--- config.mk ---
export PLATFORM = sky130hd
export DESIGN_NAME = dm_arbiter
export DESIGN_NICKNAME = d
export VERILOG_FILES = /design/src/rtl/dm_arbiter.sv
export SDC_FILE = /design/constraint.sdc
export NUM_CORES = 1
export LEC_CHECK = 0
export CORE_ASPECT_RATIO = 0.8
export CORE_MARGIN = 2
export CORE_UTILIZATION = 36
export CTS_BUF_LIST = sky130_fd_sc_hd__clkbuf_4
export DETAILED_ROUTE_END_ITERATION = 8
export GPL_TIMING_DRIVEN = 0
export PLACE_DENSITY = 0.9
export SYNTH_ARGS = -nofsm -noshare
export SYNTH_HDL_FRONTEND = slang
export SYNTH_SLANG_ARGS = --single-unit
--- constraint.sdc ---
create_clock -name clk -period 2.04 [get_ports clk]
set_input_delay 0.204 -clock clk [delete_from_list [all_inputs] [get_ports clk]]
set_output_delay 0.204 -clock clk [all_outputs]
set_load 0.01 [all_outputs]
--- src/rtl/dm_arbiter.sv ---
// Two-port data-memory arbiter: CPU (m0) vs debug/loader (m1), registered read data.
// Define DM_ARB_RR_EN for round-robin; default is m0 priority with starvation guard.
module dm_arbiter #(
   parameter int AW         = 7,
   parameter int DW         = 32,
   parameter int STARVE_MAX = 4
) (
   input  logic          clk,
   input  logic          rstn,
   input  logic          m0_req,
   input  logic          m0_we,
   input  logic [AW-1:0] m0_addr,
   input  logic [DW-1:0] m0_wdata,
   output logic          m0_gnt,
   output logic          m0_rvalid,
   output logic [DW-1:0] m0_rdata,
   input  logic          m1_req,
   input  logic          m1_we,
   input  logic [AW-1:0] m1_addr,
   input  logic [DW-1:0] m1_wdata,
   output logic          m1_gnt,
   output logic          m1_rvalid,
   output logic [DW-1:0] m1_rdata,
   output logic          dm_we,
   output logic [AW-1:0] dm_addr,
   output logic [DW-1:0] dm_din,
   input  logic [DW-1:0] dm_dout
);

   logic          m1_wins;
   logic          gnt0, gnt1;
   logic          m0_rvalid_q, m0_rvalid_d;
   logic          m1_rvalid_q, m1_rvalid_d;
   logic [DW-1:0] m0_rdata_q, m0_rdata_d;
   logic [DW-1:0] m1_rdata_q, m1_rdata_d;

`ifdef DM_ARB_RR_EN
   logic last_gnt_q, last_gnt_d;

   assign m1_wins = ~last_gnt_q;

   always_comb begin
      last_gnt_d = last_gnt_q;
      if (gnt1)
         last_gnt_d = 1'b1;
      else if (gnt0)
         last_gnt_d = 1'b0;
   end

   always_ff @(posedge clk or negedge rstn) begin
      if (!rstn)
         last_gnt_q <= 1'b1;
      else
         last_gnt_q <= last_gnt_d;
   end
`else
   localparam int SW = $clog2(STARVE_MAX + 1);

   logic [SW-1:0] starve_cnt_q, starve_cnt_d;

   assign m1_wins = (starve_cnt_q == SW'(STARVE_MAX));

   always_comb begin
      starve_cnt_d = starve_cnt_q;
      if (!m1_req || gnt1)
         starve_cnt_d = '0;
      else if (starve_cnt_q != SW'(STARVE_MAX))
         starve_cnt_d = starve_cnt_q + SW'(1);
   end

   always_ff @(posedge clk or negedge rstn) begin
      if (!rstn)
         starve_cnt_q <= '0;
      else
         starve_cnt_q <= starve_cnt_d;
   end
`endif

   // rstn gates grants so no dm write can slip through while in reset
   assign gnt0 = rstn & m0_req & ~(m1_req & m1_wins);
   assign gnt1 = rstn & m1_req & (~m0_req | m1_wins);

   assign m0_gnt  = gnt0;
   assign m1_gnt  = gnt1;
   assign dm_addr = gnt1 ? m1_addr  : m0_addr;
   assign dm_din  = gnt1 ? m1_wdata : m0_wdata;
   assign dm_we   = gnt1 ? m1_we    : (gnt0 & m0_we);

   always_comb begin
      m0_rvalid_d = gnt0 & ~m0_we;
      m1_rvalid_d = gnt1 & ~m1_we;
      m0_rdata_d  = m0_rvalid_d ? dm_dout : m0_rdata_q;
      m1_rdata_d  = m1_rvalid_d ? dm_dout : m1_rdata_q;
   end

   always_ff @(posedge clk or negedge rstn) begin
      if (!rstn) begin
         m0_rvalid_q <= 1'b0;
         m1_rvalid_q <= 1'b0;
         m0_rdata_q  <= '0;
         m1_rdata_q  <= '0;
      end else begin
         m0_rvalid_q <= m0_rvalid_d;
         m1_rvalid_q <= m1_rvalid_d;
         m0_rdata_q  <= m0_rdata_d;
         m1_rdata_q  <= m1_rdata_d;
      end
   end

   assign m0_rvalid = m0_rvalid_q;
   assign m1_rvalid = m1_rvalid_q;
   assign m0_rdata  = m0_rdata_q;
   assign m1_rdata  = m1_rdata_q;

endmodule

**After elaboration in Yosys (flattened, before gate mapping)**

Index checks and enable logic that the tools add are counted.

- Bits of input ports: 116
- Output and inout bits: 108
- Register bits after elaboration: 69
- Word-level logic and storage cells: 29

- Add/subtract/negate cells: 1
- Equal/unequal tests: 2
- Bitwise logic cells: 13
- Mux-type cells: 5
- Reductions and logical operators: 3

Operator list:

| operator | count |
|---|---|
| $mux W32 | 1 |
| $and A1 B1 Y1 | 8 |
| $mux W7 | 1 |
| $mux W3 | 2 |
| $not A1 Y1 | 4 |
| $add A3 B1 Y3 const B | 1 |
| $eq A3 B3 Y1 const B | 1 |
| $ne A3 B3 Y1 const B | 1 |
| $reduce_bool A2 Y1 | 1 |
| $logic_not A1 Y1 | 1 |
| $logic_or A1 B1 Y1 | 1 |
| $mux W1 | 1 |
| $or A1 B1 Y1 | 1 |

**Logic depth before layout (Yosys ltp)**

- Depth after elaboration: 6
- Mapped depth: 6
- Mapped depth without buffers: 5

**Worst setup path after synthesis**

Ideal clock, no wire load.

- Kind: flip-flop to output port
- Start point: register starve_cnt_q[0]
- End point: output dm_din[14]
- Arrival time: 1.649 ns
- Slack: 0.187 ns
- Stages on the path, launching flop included: 7
- Path through: dfrtp_1 inv_1 ha_1 nand2_4 a21oi_2 buf_4 mux2_2

- Cells in the longest elaborated chain, start to end: 4

RTL lines:

| element | RTL line | text |
|---|---|---|
| start, declared | 59 | `logic [SW-1:0] starve_cnt_q, starve_cnt_d;` |
| start signal, assigned | 75 | `starve_cnt_q <= starve_cnt_d;` |
| $eq A3 B3 Y1 | 61 | `assign m1_wins = (starve_cnt_q == SW'(STARVE_MAX));` |
| $or A1 B1 Y1 | 81 | `assign gnt1 = rstn & m1_req & (~m0_req \| m1_wins);` |
| $and A1 B1 Y1 | 81 |  |
| named net m1_gnt | 21 | `output logic m1_gnt,` |
| $mux W32 | 86 | `assign dm_din = gnt1 ? m1_wdata : m0_wdata;` |
| end, declared | 26 | `output logic [DW-1:0] dm_din,` |

The timed path passes the listed nets, and every way through them passes these cells.

**Worst setup path after layout**

- Start point: register starve_cnt_q[0]
- End point: output dm_din[12]

- Cells in the longest elaborated chain, start to end: 4

RTL lines:

| element | RTL line |
|---|---|
| $eq A3 B3 Y1 | 61 |
| $or A1 B1 Y1 | 81 |
| $and A1 B1 Y1 | 81 |
| $mux W32 | 86 |

No other way between the ends.

==> metrics.md <==
| Metric | Value |
|---|---|
| Syn_nets | 323 |
| Vias | 2789 |
| Hold Slack | -0.212 ns |
| Post-Syn Instances | 205 |
| Synth Area in XOR/XNOR | 0% |
| Later-pin clock latency in the skew report | 0.40 ns |
| First-pass GRT wire length | 16500 um |
| DRC Markers | 0 |
| Final WS setup | -0.206 ns |
| Share of layout cells above drive strength 1 | 42.6% |
| Post-Synth Simple-Gate Area | 1.90% |
| Worst VDD drop | roughly 400 uV |
| Power Internal | 3.36 mW |
| CP Capture Type | primary output |
| Clock tree buffer depth | 2 |
| CP Data Arrival Time | just over 2 ns |
| Mux contribution to synthesized area | 36.6% |
| GRT overflow | 0 |
| CTS tree | yes |
| Register area share after synthesis | 54.5% |
| Placer congestion estimate | 0.768 |
| Core box area | 0.00852 mm2 |
| Net Sw Frac | 26.4% |
| TritonCTS buffer count | 9 |
| Initial antenna violation count | 2 |
| Die Ht | 87.9 um |
| Fillers | 571 |
| Reg power frac | 39.1% |
| Fmax | 0.445 GHz |
| Number of synthesized register bits | 69 |
| Synth top cells by count | mux2_2 (102), dfrtp_1 (69), buf_6 (6), buf_4 (4), nand2_1 (3) |
| PnR Total Power | around 4.6 mW |
| Area fraction of the dominant cell type after synthesis | 54.5% |
| H-tree levels | 3 |
| WS Path Type | reg2out |
| Layout Area Growth over Synthesis | 95.6% |
| Boundary Pins | 224 |
| Die area | around 0.0096 mm2 |
| Clock Tree Root | clkbuf_4 |
| Netlist Area Pre-Place | 0.00317 mm2 |
| Largest net degree at the start of global routing | 75 |
| Worst-margin pin slew | 0.567 ns |
| Min-delay worst type | in2async |
| Pre-CTS WS | -0.841 ns |
| Total Routing Usage GR | about a quarter |
| Main combinational cell family by area after synthesis | multiplexers |
| Startpoint Class | register |
| Max cap viols | 0 |
| Final #Nets | 578 |
| Period utilization | 110% |
| Final Max Tran Viols | 0 |
| Post-route ant nets | 0 |
| Post-Synth Adder-Cell Area | 0.790% |
| Number of synthesized flops with an enable pin | 0 |
| Status | finished with violations |
| Top_reg_cell synth | dfrtp_1 |
| Async SR Flop Fraction | 100% |
| Clock period minus worst slack | 2.25 ns |
| CP max FO | 6 |
| Clk pwr share | 24.7% |
| Post-detail-place hpwl | 8230 um |
| Setup violators final | 40 |
| Avg WL per Cell | approximately 20 um |
| DR pass1 iterations | 4 |
| Setup_tns | -7.03 ns |
| Drt total wl | approximately 11000 um |
| Final Hold Fails | 69 |
| Post-synth top area cell | dfrtp_1 |
| Starting Density | a little under two fifths |
| 1st-iter DRT viols | 72 |
| Die width | 109 um |
| PwrDens | 737 mW/mm2 |
| NetSw | about 1.2 mW |
| Relative slew slack | roughly 62% |
| Row count | 30 |
| Violated checks | hold timing, setup timing |
| CTS Sinks | between 60 and 70 |
| Util after Layout | 72.7% |
| Count leader, synth | mux2_2 |
| Top post-synthesis cells by area | dfrtp_1 (55%), mux2_2 (36%), buf_6 (2.1%) |
| Yosys cell types | 21 |
| WP data required | 1.84 ns |
| Combinational fraction of design power | 36.2% |
| Leakage power | 2.66 nW |
| IO Port Bufs | between 200 and 250 |
| Via density | 4.82 |
| Average size of a mapped cell | 15.4 um2 |
| Clock-pin slew on the worst setup and hold paths | between 0.1 and 0.15 ns |
| Vias in the first global route | 3114 |
| RSZ-0062 raised after global routing | yes |
| Yosys warnings | 0 |
| Clk_skew | slightly below 0.005 ns |
| Compound-Gate Fraction of Synth Area | around 2.8% |
worst paths after layout:
kind / cells after the start / end / slack [ns] / start
worst max register to register: 8 / m0_rdata[25] / 0.07 / starve_cnt_q[0]
min in group clk: 2 / m0_rdata[4] / 0.43 / dm_dout[4]
worst min register to register: 1 / m0_rdata[4] / 0.51 / m0_rdata[4]
worst max-delay path: 8 / dm_din[12] / -0.21 / starve_cnt_q[0]
max in group asynchronous: 1 / starve_cnt_q[1] / 1.84 / rstn
worst min-delay path: 1 / m1_rdata[6] / -0.21 / rstn
metrics by stage:
step	cells	area, um2
5_1_grt	579	6190
3_5_place_dp	540	5540
2_1_floorplan	205	3170
3_3_place_gp	540	5540
6_report	579	6190
4_1_cts	571	6180
cells in the final DEF (no fill, tap or decap), drive strengths merged, types with 2 or more instances in the layout:
| cell type | instances |
|---|---|
| diode | 2 |
| buf | 72 |
| clkdlybuf4s50 | 180 |
| a21boi | 2 |
| nand3 | 2 |
| nand2 | 4 |
| mux2 | 103 |
| dfrtp | 69 |
| or3 | 2 |
| clkbuf | 12 |
| inv | 3 |
| ha | 2 |
| bufinv | 3 |
power groups by stage:
stage	Combinational [mW]	Sequential [mW]	Clock, mW
2_1_floorplan	0.395	1.92	0
3_3_place_gp	1.49	1.79	0
3_5_place_dp	1.53	1.82	0
4_1_cts	1.65	1.79	1.16
5_1_grt	1.74	1.82	1.24
6_report	1.65	1.79	1.13
cell families after synthesis:
kind of cell,Yosys count
mux,103
flops,69
buf+inv,12
simple gates,11
compound gates,8
fa+ha+maj,2
flip-flops by register name (all words and copies together), names as in the netlist:
| signal | cells |
|---|---|
| m1_rvalid | 1 |
| m0_rvalid | 1 |
| m0_rdata | 32 |
| starve_cnt_q | 3 |
| m1_rdata | 32 |
critical path, stage by stage, from the launching register on:
cell and delay, ns:
dfrtp_1 0.41, inv_2 0.09, ha_4 0.15, nand2_4 0.05, a21oi_4 0.18, buf_8 0.17
buf_8 0.14, mux2_4 0.32, buf_6 0.12
layer usage:
layer | global-route usage [%] | wire length [um] | vias to the layer above
met4 | 13.8 | 451 | 0
met2 | 43.8 | 6350 | 136
met3 | 6.70 | 778 | 31
met1 | 23.4 | 3880 | 1363
li1 | - | - | 1259
met5 | 0 | 0 | -
layout make-up:
class	instances	area [um2]	area share [%]
sequential	69	1730	27.9
tap	112	140	2.26
timing repair buffer	244	2500	40.4
multi-input combinational	124	1500	24.2
clock buffer	10	75.1	1.21
antenna	2	5.00	0.0808
clock inverter	6	110	1.78
buffer	10	128	2.06
inverter	2	7.51	0.121
timing repair:
action	4_1_cts	5_1_grt
buffers inserted	11	10
hold endpoints to repair	69	69
gates resized for setup	269	12
cloned	4	0
endpoints found under the setup margin	100	74
pin swaps	3	5
Power figures use the tool's default switching activity.
